File: src/rtl/pipelined_addsub.sv
// pipelined_addsub: WIDTH-bit adder/subtractor split into CHUNK-bit slices.
// The carry ripples one slice per pipeline stage, so a result appears
// STAGES = WIDTH/CHUNK cycles after acceptance. One global enable stalls
// every stage together. The output carries the unsigned carry/borrow flag
// and the signed overflow flag.
module pipelined_addsub #(
   parameter int WIDTH = 32,
   parameter int CHUNK = 8
) (
   input  logic             clk,
   input  logic             rst,
   input  logic             in_valid,
   output logic             in_ready,
   input  logic [WIDTH-1:0] a,
   input  logic [WIDTH-1:0] b,
   input  logic             sub,
   output logic             out_valid,
   input  logic             out_ready,
   output logic [WIDTH-1:0] sum,
   output logic             carry_out,
   output logic             overflow
);

   localparam int STAGES = WIDTH / CHUNK;
   localparam int LAST   = STAGES - 1;
   localparam int MSB    = WIDTH - 1;

   // Reject geometries where the slices do not tile the operand exactly.
   if (CHUNK < 1 || WIDTH < 2 || (WIDTH % CHUNK) != 0) begin : g_bad_params
      $error("pipelined_addsub: WIDTH must be >= 2 and a multiple of CHUNK");
   end

   // Stage registers; index k holds what stage k produced at the last advance.
   logic [STAGES-1:0][WIDTH-1:0] a_q;   // operand A, delayed alongside
   logic [STAGES-1:0][WIDTH-1:0] b_q;   // effective operand B (already inverted for sub)
   logic [STAGES-1:0][WIDTH-1:0] s_q;   // partial sum, slices 0..k valid
   logic [STAGES-1:0]            c_q;   // carry out of slice k
   logic [STAGES-1:0]            v_q;   // stage valid
   logic                         ov_q;  // signed overflow of the final stage

   // Stage inputs and next-state values.
   logic [STAGES-1:0][WIDTH-1:0] a_in;
   logic [STAGES-1:0][WIDTH-1:0] b_in;
   logic [STAGES-1:0][WIDTH-1:0] s_in;
   logic [STAGES-1:0][WIDTH-1:0] s_nx;
   logic [STAGES-1:0]            c_in;
   logic [STAGES-1:0]            c_nx;
   logic [STAGES-1:0]            v_in;
   logic [STAGES-1:0][CHUNK:0]   slice_sum;
   logic                         ov_nx;
   logic                         advance;

   // The whole pipe moves only when the output slot is empty or being drained.
   assign advance  = !v_q[LAST] || out_ready;
   assign in_ready = advance;

   // Stage 0 takes the ports; every later stage takes its predecessor's registers.
   // NOTE: every variable written here is assigned on every pass, so the block
   // stays purely combinational and no latch is inferred.
   always_comb begin
      a_in[0] = a;
      b_in[0] = sub ? ~b : b;
      c_in[0] = sub;             // +1 of the two's-complement negate
      v_in[0] = in_valid;
      s_in[0] = '0;
      for (int k = 1; k < STAGES; k++) begin
         a_in[k] = a_q[k-1];
         b_in[k] = b_q[k-1];
         c_in[k] = c_q[k-1];
         v_in[k] = v_q[k-1];
         s_in[k] = s_q[k-1];
      end
   end

   // Each stage adds its own slice plus the incoming carry and patches that
   // slice into the partial sum it passes on.
   always_comb begin
      for (int k = 0; k < STAGES; k++) begin
         slice_sum[k] = {1'b0, a_in[k][k*CHUNK +: CHUNK]}
                      + {1'b0, b_in[k][k*CHUNK +: CHUNK]}
                      + {{CHUNK{1'b0}}, c_in[k]};
         c_nx[k]      = slice_sum[k][CHUNK];
         s_nx[k]      = s_in[k];
         s_nx[k][k*CHUNK +: CHUNK] = slice_sum[k][CHUNK-1:0];
      end
   end

   // Signed overflow: operands agree in sign but the result does not.
   assign ov_nx = (a_in[LAST][MSB] == b_in[LAST][MSB]) && (s_nx[LAST][MSB] != a_in[LAST][MSB]);

   // Pipeline registers: cleared by reset, otherwise advance together or hold together.
   // NOTE: non-blocking assignments make every stage sample its predecessor's
   // pre-edge value, which is what keeps the stages independent.
   always_ff @(posedge clk) begin
      if (rst) begin
         a_q  <= '0;
         b_q  <= '0;
         s_q  <= '0;
         c_q  <= '0;
         v_q  <= '0;
         ov_q <= 1'b0;
      end else if (advance) begin
         a_q  <= a_in;
         b_q  <= b_in;
         s_q  <= s_nx;
         c_q  <= c_nx;
         v_q  <= v_in;
         ov_q <= ov_nx;
      end
   end

   // Operand slices already consumed are carried only for structural
   // regularity; synthesis trims them. Gathered here so they have a reader.
   logic unused_operand_bits;
   assign unused_operand_bits = ^{a_q, b_q};

   assign out_valid = v_q[LAST];
   assign sum       = s_q[LAST];
   assign carry_out = c_q[LAST];
   assign overflow  = ov_q;

endmodule
File: config.mk
export PLATFORM = sky130hd
export DESIGN_NAME = pipelined_addsub
export DESIGN_NICKNAME = d
export VERILOG_FILES = /design/src/rtl/pipelined_addsub.sv
export SDC_FILE = /design/constraint.sdc
export NUM_CORES = 1
export LEC_CHECK = 0
export ABC_AREA = 0
export CELL_PAD_IN_SITES_DETAIL_PLACEMENT = 0
export CELL_PAD_IN_SITES_GLOBAL_PLACEMENT = 1
export CORE_MARGIN = 5
export CORE_UTILIZATION = 30
export CTS_BUF_LIST = sky130_fd_sc_hd__clkbuf_16
export DETAILED_ROUTE_END_ITERATION = 8
export PLACE_DENSITY_LB_ADDON = 0.1
export REMOVE_ABC_BUFFERS = 1
export SYNTH_ARGS = -nofsm -noshare
export SYNTH_HDL_FRONTEND = slang
export SYNTH_SLANG_ARGS = --single-unit
File: constraint.sdc
create_clock -name clk -period 2.3 [get_ports clk]
set_clock_uncertainty 0.15 [all_clocks]
set_input_delay 0.23 -clock clk [delete_from_list [all_inputs] [get_ports clk]]
set_output_delay 0.23 -clock clk [all_outputs]
set_load 0.1 [all_outputs]
* Word level (Yosys, flattened, before mapping)
Cells that the tools add are included.
** Cells by class
- Add/subtract/negate cells :: 8
- Eq/ne operators :: 2
- Muxes and demuxes :: 1
- Bitwise operators :: 1
- Reduce and logical (&&, ||, !) cells :: 3
** Operators with widths (number)
- adder 8 x 8 -> 9 bit :: 4
- adder 9 x 1 -> 9 bit :: 4
- 2-to-1 mux 32 bit :: 1
- NOT 32 bit :: 1
- equality test 1 bit :: 1
- logical AND 1 bit :: 1
- zero test 1 bit :: 1
- logical OR 1 bit :: 1
- inequality test 1 bit :: 1
** Word-level totals
- Register bits after elaboration :: 281
- Bits of input ports :: 69
- Output and inout port bits :: 36

* Depth between registers and ports, before layout
Gate-level depths: netlist (run 1).
- Depth in word-level cells :: 4
- Gate-level depth with buffers :: 9

* Worst setup path after synthesis (run 1)
Ideal clock, no wire load.
- Path type :: register to register
- From :: reg v_q[3]
- To :: reg b_q (netlist bit b_in[57])
- Library setup time :: 0.191 ns
- Data arrival time :: 2.366 ns
- Required time :: 1.959 ns
- Slack :: -0.406 ns
- Cell stages (with the launch flop) :: 6
- Path buffers :: 2
- Period minus slack after synthesis :: 2.706 ns
- Cells stage by stage :: dfxtp_1 > nor2b_2 > inv_2 > buf_2 > buf_1 > a211oi_1
** Between the ends
- Cells in the longest elaborated chain, start to end :: 2
** Ends and longest elaborated chain
- start: declaration :: line 38 : logic [STAGES-1:0] v_q;
- start signal: assignment :: line 107 : v_q <= v_in;
- zero test 1 bit :: line 54 : assign advance = !v_q[LAST] || out_ready;
- logical OR 1 bit :: line 54
- via in_ready :: line 13 : output logic in_ready,
- end signal: assignment :: line 104 : b_q <= b_in;
- end: declaration :: line 35 : logic [STAGES-1:0][WIDTH-1:0] b_q;
The timed path passes the listed nets, and every way through them passes these cells.
A chain may end at the register's enable or synchronous reset.

* Worst setup path after layout (run 1)
- From :: reg c_q[0]
- To :: reg s_q (netlist bit s_in[78])
** Between the ends
- Cells in the longest elaborated chain, start to end :: 1
** Ends and longest elaborated chain
- start: declaration :: line 37 : logic [STAGES-1:0] c_q;
- start signal: assignment :: line 106 : c_q <= c_nx;
- adder 9 x 1 -> 9 bit :: line 81 : + {{CHUNK{1'b0}}, c_in[k]};
- end signal: assignment :: line 105 : s_q <= s_nx;
- end: declaration :: line 36 : logic [STAGES-1:0][WIDTH-1:0] s_q;
No other way between the ends.

==> results.sh, run 1 <==
export IMPL_hold_viol_final=0
export IMPL_grt_pass1_wl_um=33790
export IMPL_worst_pin_slew_ns=0.7853
export IMPL_clock_path_buffers=2
export IMPL_synth_ff_type="dfxtp_1"
export IMPL_grt_max_degree=77
export IMPL_crit_type="reg2reg"
export IMPL_setup_violations=0
export IMPL_layout_drive_gt1_share_pct=10.54
export IMPL_worstHoldStart="rst"
export IMPL_synth_edf_count=0
export IMPL_grt_use_total_pct=13.46
export IMPL_port_buffers=104
export IMPL_drt_vias_per_instance=4.751
export IMPL_slew_headroom_pct=47.65
export IMPL_cts_made_buffers=17
export IMPL_firstDrtPassIters=4
export IMPL_hold_buffers=0
export IMPL_core_um2=26130
export IMPL_cp_max_fo=3
export IMPL_wl_um=20060
export IMPL_leakage_nw=3.909
export IMPL_vias=6685
export IMPL_status="completed"
export IMPL_fin_crit_sh_pct=98.44
export IMPL_min_period_ns=2.264
export IMPL_timing_final_ws_setup_ns=0.03579
export IMPL_die_area_um2=29980
export IMPL_tns_ns=0
export IMPL_io_pins=105
export IMPL_synth_async_sr_flop_share_pct=0
export IMPL_placed_cell_area_um2=9343
export IMPL_gp_congestion=0.7923
export IMPL_r2r_slack_ns=0.04
export IMPL_post_place_ws_ns=-0.1551
export IMPL_cp_startpoint="c_q[0]"
export IMPL_synth_seq_cells=185
export IMPL_hold_class="in2reg"
export IMPL_final_area_um2=10000
export IMPL_insertion_delay_ns=0.43
export IMPL_start_util_pct=30.56
export IMPL_max_freq_mhz=441.7
export IMPL_synthDominantCellAreaShare_pct=46.37
export IMPL_first_iter_violations=338
export IMPL_rsz0062_at_grt="true"
export IMPL_syn_to_final_growth_pct=25.22
export IMPL_timing_rr_start="c_q[0]"
export IMPL_grt_pass1_vias=6597
export IMPL_die_h_um=173.2
export IMPL_yosysTopAreaCell="dfxtp_1"
export IMPL_slew_violations=0
export IMPL_p_per_area_nw_per_um2=770.9
export IMPL_gr_total_overflow=0
export IMPL_cts_sinks=185
export IMPL_synth_avg_cell_area_um2=8.166
export IMPL_yosysUniqueCellTypes=47
export IMPL_root_buffer="clkbuf_16"
export IMPL_num_rows=59
export IMPL_yosysMostFrequentCell="nand2_1"
export IMPL_instances_no_fill=1407
export IMPL_routedWlPerCell_um=14.26
export IMPL_cts_tree="built"
export IMPL_synth_area_top_cells="dfxtp_1 (46%), nand2_1 (13%), a21oi_1 (9.1%)"
export IMPL_worst_setup_path_start_kind="flop"
export IMPL_drc_errors=0
export IMPL_ys_warn_count=0
export IMPL_cp_required_ns=2.52
export IMPL_ant_nets=0
export IMPL_diodes=0
export IMPL_fin_util_pct=38.27
export IMPL_cts_clk_slew_worst_paths_ns=0.07
export IMPL_seq_area_frac_synth_pct=46.37
export IMPL_vdd_ir_drop_max_uv=404.5
export IMPL_dp_hpwl_um=13390
export IMPL_yosys_top_cells_count="nand2_1 (272), dfxtp_1 (185), a21oi_1 (146)"
export IMPL_p_total_mw=7.709
export IMPL_nets=1163
export IMPL_synth_cells=978
export IMPL_end_kind="flop"
export IMPL_cp_arrival_ns=2.48
export IMPL_die_w_um=173.2
export IMPL_syn_area_um2=7986
export IMPL_drv_cap=0
export IMPL_whs_ns=0.1230
export IMPL_dp_cells=1375
export IMPL_htree_levels=4
export IMPL_antenna_found_initial=0
## metal layers
layer / GRT usage, % / vias to the layer above / wire length (µm)
li1: - / 3493 / -
met1: 18.65 / 3103 / 9957
met5: 0 / - / 0
met2: 21.43 / 73 / 9260
met3: 2.576 / 16 / 621
met4: 3.891 / 0 / 219
## power by group
part,switching [mW],leakage [nW],internal (mW)
logic,0.600,2.08,0.432
clock network,1.39,0.312,1.76
registers,0.111,1.52,3.41
## cell type report
class | instances | area, µm²
Fill cell | 2768 | 16130
Tap cell | 335 | 419.2
Clock buffer | 17 | 425.4
Inverter | 11 | 46.29
Sequential cell | 185 | 3704
Clock inverter | 15 | 200.2
Timing Repair Buffer | 132 | 1257
Multi-Input combinational cell | 712 | 3949
## cell usage in the layout (no fill, tap or decap), types with 9 or more instances in the layout
cell type / instances
o21ai_1: 9
dfxtp_1: 185
buf_4: 56
nor2_1: 40
ha_1: 28
inv_1: 10
nor3_1: 13
clkdlybuf4s50_1: 66
a211oi_1: 35
o21ai_0: 12
a21oi_1: 146
nand2_1: 272
nand3_1: 32
xnor2_1: 29
clkbuf_16: 17
## kinds of logic (layout without fill, tap and decap cells)
kind of cell	count (synthesis)	count (layout)	share of synthesized area, %
xor+xnor	37	37	4.058
compound gates	245	245	18.11
fa+ha+maj	35	35	6.141
flops	185	185	46.37
simple gates	394	394	20.54
buf+inv	81	175	4.653
mux	1	1	0.1253
## final timing paths
kind	endpoint	cells after the start
worst max-delay path	s_in[78]	6
worst min-delay path	a_in[41]	3
worst max register to register	s_in[78]	6
worst min register to register	sum[23]	2
## critical path: stages (launching register included)
cell	delay (ns)
dfxtp_1	0.33
fa_1	0.47
fa_2	0.41
a211oi_4	0.28
o21ai_2	0.12
a2111o_1	0.37
nand3_1	0.08
## registers in the layout, indices dropped and copies added (netlist names)
| register | count |
|---|---|
| v_q | 4 |
| s_in | 48 |
| c_q | 4 |
| b_in | 48 |
| overflow | 1 |
| sum | 32 |
| a_in | 48 |
## timing repair
action                                  in CTS  in global routing
cloned                                       0                  0
endpoints found under the setup margin       3                  3
pin swaps                                    1                  1
resized for setup                            3                  5
setup buffers                                0                  0
Note: power is estimated with default switching activity, not from simulation.
==> inputs of run 2 (changes only) <==
CORE_ASPECT_RATIO = 1.1   (was default)
CTS_CLUSTER_SIZE = 20   (was default)
==> run 2 against run 1 <==
Net effect:
- setup slack better by 0.10 ns
- die area barely moved
- combinational power about the same
- core utilization barely moved
- clock power fell by 6%
- critical path type unchanged
- critical endpoint is now s_in[116]
- highest routed layer unchanged
==> results.sh, run 2 (synthesis results as in run 1) <==
export IMPL_status="completed"
export IMPL_worstPathCellList="fa_2, fa_2, buf_4, a21o_1, a211oi_1, o31ai_1, and2_1"
export IMPL_dp_hpwl_um=13310
export IMPL_io_pins=105
export IMPL_end_kind="flop"
export IMPL_hold_viol_final=0
export IMPL_seqPwrFrac_pct=46.9
export IMPL_r2r_slack_ns=0.14
export IMPL_mostFrequentLayoutCell="nand2_1"
export IMPL_instances_no_fill=1434
export IMPL_n_fill_cell=2822
export IMPL_diodes=0
export IMPL_clock_power_share_pct=39.3
export IMPL_wl_um=20170
export IMPL_leakage_nw=3.923
export IMPL_syn_to_final_growth_pct=25.72
export IMPL_insertion_delay_ns=0.43
export IMPL_start_util_pct=30.46
export IMPL_multi_input_area_um2=3940
export IMPL_hold_buffers=0
export IMPL_cp_arrival_ns=2.34
export IMPL_slew_headroom_pct=66.66
export IMPL_core_um2=26220
export IMPL_worst_pin_slew_ns=0.5001
export IMPL_die_area_um2=29990
export IMPL_layout_drive_gt1_share_pct=11.37
export IMPL_worst_setup_path_start_kind="flop"
export IMPL_p_int_mw=5.392
export IMPL_max_freq_mhz=462.6
export IMPL_clock_path_buffers=2
export IMPL_gp_congestion=0.7457
export IMPL_grt_max_degree=99
export IMPL_cts_tree="built"
export IMPL_num_rows=62
export IMPL_cts_made_buffers=17
export IMPL_grt_use_total_pct=13.68
export IMPL_combPwrFrac_pct=13.8
export IMPL_root_buffer="clkbuf_16"
export IMPL_drv_cap=0
export IMPL_grt_pass1_vias=6436
export IMPL_slew_violations=0
export IMPL_p_per_area_nw_per_um2=749.0
export IMPL_regArea_um2=3704
export IMPL_htree_levels=4
export IMPL_r2r_end="s_in[116]"
export IMPL_cp_max_fo=2
export IMPL_worstHoldPathCells=3
export IMPL_netSwitchingFraction_pct=28.31
export IMPL_die_w_um=165.6
export IMPL_first_iter_violations=268
export IMPL_port_buffers=104
export IMPL_timing_rr_start="c_q[1]"
export IMPL_p_sw_mw=2.129
export IMPL_critical_path_top_delay_family="adder cells"
export IMPL_p_total_mw=7.520
export IMPL_die_h_um=181.1
export IMPL_rsz0062_at_grt="false"
export IMPL_cp_required_ns=2.48
export IMPL_hold_class="in2reg"
export IMPL_firstDrtPassIters=4
export IMPL_setup_violations=0
export IMPL_dp_cells=1402
export IMPL_drt_vias_per_instance=4.672
export IMPL_crit_slowest_cell="fa_2"
export IMPL_reg2reg_depth=7
export IMPL_most_common_layout_cells="nand2_1 (272), dfxtp_1 (185), a21oi_1 (146)"
export IMPL_cts_clk_slew_worst_paths_ns=0.08
export IMPL_crit_path_frequent_cell="fa_2"
export IMPL_cts_sinks=185
export IMPL_worstHoldStart="rst"
export IMPL_path_buf_inv=1
export IMPL_nets=1173
export IMPL_min_period_ns=2.162
export IMPL_cpPeakStageDelay_ns=0.42
export IMPL_ant_nets=0
export IMPL_drc_errors=0
export IMPL_gr_total_overflow=0
export IMPL_grt_pass1_wl_um=33400
export IMPL_min_to="sum[1]"
export IMPL_vias=6699
export IMPL_routedWlPerCell_um=14.06
export IMPL_fin_crit_sh_pct=93.98
export IMPL_antenna_found_initial=0
export IMPL_vdd_ir_drop_max_uv=379.4
export IMPL_cts_setup_buffers=0
export IMPL_crit_type="reg2reg"
[run 2: cell count changes in the layout (fill, tap and decap cells not counted), sizes merged]
cell      previous run  this run
inv                 21        20
clkinvlp             0         1
buf                 66        76
bufinv               3         1
clkinv               2         4
[run 2: timing repair]
action,4_1_cts,5_1_grt
endpoints found under the setup margin,3,5
pin swaps,1,1
gates resized for setup,3,4
[run 2: area by class of cell]
cell class                 instances  area share, %
multi-input combinational        712          39.24
sequential                       185          36.88
timing repair buffer             142          13.27
tap                              352          4.386
clock buffer                      17          4.237
clock inverter                    15          1.520
inverter                          11         0.4611
[run 2: worst max path at each step]
stage	endpoint	cells after the start	slack (ns)	start
2_1_floorplan	c_q[3]	4	-6.52	v_q[3]
3_3_place_gp	c_q[0]	8	-0.11	b[1]
3_5_place_dp	s_in[118]	6	-0.11	c_q[1]
4_1_cts	s_in[78]	6	0.007	c_q[0]
5_1_grt	s_in[118]	6	0.05	c_q[1]
6_report	s_in[116]	7	0.14	c_q[1]
[run 2: worst reg2reg max path, cell delays in order, from the launching register on]
cell,delay [ns]
dfxtp_1,0.34
fa_2,0.42
fa_2,0.37
buf_4,0.15
a21o_1,0.17
a211oi_1,0.23
o31ai_1,0.08
and2_1,0.15
[run 2: routing by layer]
layer  vias to the layer above  share of wire (%)  global-route usage [%]
li1                       3517                  -                       -
met1                      3073                 49                   19.45
met2                        91                 46                   20.98
met3                        18                3.4                   2.416
met4                         0                1.5                   4.422
met5                         -                  0                       0
[run 2: power groups by stage]
stage	Combinational, mW	Sequential, mW	Clock, mW
5_1_grt	1.16	3.55	3.21
3_5_place_dp	1.04	3.60	0
3_3_place_gp	1.04	3.60	0
6_report	1.04	3.53	2.96
2_1_floorplan	0.477	3.74	0
4_1_cts	1.05	3.53	3.07
[run 2: per-stage QoR]
stage | hold WS (ns) | area (µm²) | setup WS, ns | setup TNS, ns | utilization (%)
final | 0.1263 | 10040 | 0.1383 | 0 | 38.29
after global routing | 0.1542 | 10040 | 0.04550 | 0 | 38.29
after CTS | 0.1345 | 10030 | 0.006737 | 0 | 38.25
after detailed placement | 0.2939 | 9439 | -0.1064 | -0.3658 | 36.00
after global placement | 0.2892 | 9439 | -0.1053 | -0.3515 | 36.00
after floorplan | 0.1491 | 7656 | -6.516 | -1115.40 | -
==> inputs of run 3 (changes only) <==
GPL_TIMING_DRIVEN = 1   (was default)
SKIP_CTS_REPAIR_TIMING = 1   (was default)
clock period = 1.8 ns   (was 2.3 ns; I/O delays follow)
==> run 3 against run 2 <==
Net effect:
- the run now ends with setup timing left
- hold slack lost 0.042 ns
- cell count grew 3.0%
- clock-buffer cell count is the same
- critical endpoint is now s_in[118]
- largest cell class unchanged
==> results.sh, run 3 (synthesis results as in run 1) <==
export IMPL_status="finished, violations left"
export IMPL_failed_checks="setup timing"
export IMPL_p_sw_mw=2.777
export IMPL_fin_util_pct=42.45
export IMPL_grt_max_degree=71
export IMPL_crit_path_end="s_in[118]"
export IMPL_cts_made_buffers=17
export IMPL_port_buffers=104
export IMPL_combPwrFrac_pct=16.1
export IMPL_core_um2=26220
export IMPL_timing_rr_start="c_q[1]"
export IMPL_antenna_found_initial=0
export IMPL_die_w_um=165.6
export IMPL_whs_ns=0.08402
export IMPL_syn_to_final_growth_pct=39.35
export IMPL_rsz0062_at_grt="true"
export IMPL_drv_cap=0
export IMPL_grt_pass1_vias=6723
export IMPL_dp_hpwl_um=14200
export IMPL_grt_use_total_pct=13.72
export IMPL_p_per_area_nw_per_um2=871.9
export IMPL_slew_violations=0
export IMPL_die_h_um=181.1
export IMPL_worstPathCellList="fa_2, fa_2, a211oi_4, o21ai_2, a2111o_1, nand3_1"
export IMPL_clock_power_share_pct=37.3
export IMPL_leakage_nw=4.365
export IMPL_r2r_end="s_in[118]"
export IMPL_worst_setup_path_start_kind="flop"
export IMPL_cp_max_fo=3
export IMPL_drt_vias_per_instance=4.686
export IMPL_first_iter_violations=264
export IMPL_hold_viol_final=0
export IMPL_setup_violations=13
export IMPL_vias=6921
export IMPL_most_common_layout_cells="nand2_1 (272), dfxtp_1 (179), a21oi_1 (142)"
export IMPL_cts_sinks=185
export IMPL_cts_clk_slew_worst_paths_ns=0.08
export IMPL_p_int_mw=6.926
export IMPL_insertion_delay_ns=0.43
export IMPL_min_period_ns=2.155
export IMPL_layout_drive_gt1_share_pct=17.78
export IMPL_seqPwrFrac_pct=46.6
export IMPL_slew_headroom_pct=74.27
export IMPL_gp_congestion=0.7423
export IMPL_die_area_um2=29990
export IMPL_grt_pass1_wl_um=33820
export IMPL_crit_type="reg2reg"
export IMPL_p_total_mw=9.704
export IMPL_cp_arrival_ns=2.37
export IMPL_mostFrequentLayoutCell="nand2_1"
export IMPL_placed_cell_area_um2=10260
export IMPL_root_buffer="clkbuf_16"
export IMPL_netSwitchingFraction_pct=28.62
export IMPL_drc_errors=0
export IMPL_crit_slowest_cell="fa_2"
export IMPL_num_rows=62
export IMPL_hold_class="in2reg"
export IMPL_start_util_pct=30.46
export IMPL_vdd_ir_drop_max_uv=438.5
export IMPL_diodes=0
export IMPL_cp_startpoint="c_q[1]"
export IMPL_final_area_um2=11130
export IMPL_gr_total_overflow=0
export IMPL_wl_um=20480
export IMPL_io_pins=105
export IMPL_ant_nets=0
export IMPL_firstDrtPassIters=5
export IMPL_timing_final_ws_setup_ns=-0.3551
export IMPL_cpPeakStageDelay_ns=0.40
export IMPL_worst_pin_slew_ns=0.3855
export IMPL_routedWlPerCell_um=13.87
export IMPL_end_kind="flop"
export IMPL_clock_path_buffers=2
export IMPL_reg2reg_depth=6
export IMPL_r2r_slack_ns=-0.36
export IMPL_fin_crit_sh_pct=119.7
export IMPL_cts_tree="built"
export IMPL_cp_required_ns=2.02
export IMPL_nets=1216
export IMPL_max_freq_mhz=464.0
export IMPL_htree_levels=4
export IMPL_crit_path_frequent_cell="fa_2"
==> run 3: cell types whose count changed in the layout (fill, tap and decap cells not counted), sizes merged, moves of 3 or more <==
cell | previous run | this run
clkdlybuf4s50 | 66 | 60
clkinv | 4 | 7
dlymetal6s2s | 0 | 6
buf | 76 | 118
==> run 3: through the flow <==
stage	setup WS (ns)	TNS, ns	cells
2_1_floorplan	-7.016	-1208.35	908
3_3_place_gp	-0.5959	-8.666	1438
3_5_place_dp	-0.6092	-9.455	1438
4_1_cts	-0.6392	-4.749	1470
5_1_grt	-0.4331	-3.774	1477
6_report	-0.3551	-2.413	1477
==> run 3: how the worst min path moves through the flow <==
stage                     start        end  slack (ns)  depth (start not counted)
final                      a[0]   s_in[32]        0.08                          4
after floorplan             rst  a_in[120]         0.1                          1
after CTS                   rst   s_in[65]       -0.18                          2
after global placement      rst   s_in[97]        0.28                          2
after global routing       a[0]   s_in[32]        0.12                          4
after detailed placement    rst   s_in[65]        0.29                          2
==> run 3: critical path, delay by kind of cell (launching register included) <==
| kind | cells | cell delay [ns] |
|---|---|---|
| AND/OR/NAND/NOR | 1 | 0.07 |
| flip-flops | 1 | 0.34 |
| AO/OA/AOI/OAI | 3 | 0.75 |
| adder cells (fa/ha/maj) | 2 | 0.79 |
==> run 3: cell type report <==
cell class              count  area, µm²
clock buffers              17      425.4
multi-input cells         712       4131
repair buffers            185       2233
clock inverters            15      133.9
fillers                  2783      15090
inverters                  11      53.80
flip-flops and latches    185       3711
well taps                 352      440.4
==> run 3: power by group through the flow <==
stage | clock network, mW | logic, mW | registers [mW]
final | 3.62 | 1.56 | 4.52
after floorplan | 0 | 0.609 | 4.77
after global placement | 0 | 1.47 | 4.61
after global routing | 3.93 | 1.72 | 4.55
after detailed placement | 0 | 1.48 | 4.62
after CTS | 3.78 | 1.48 | 4.52
==> run 3: layer usage <==
layer,GRT usage (%),routed length (µm),up-vias,part of all wire (%)
met3,2.484,627,13,3.1
met2,22.30,9638,75,47
li1,-,-,3598,-
met1,18.83,10030,3235,49
met4,3.366,182,0,0.89
met5,0,0,-,0
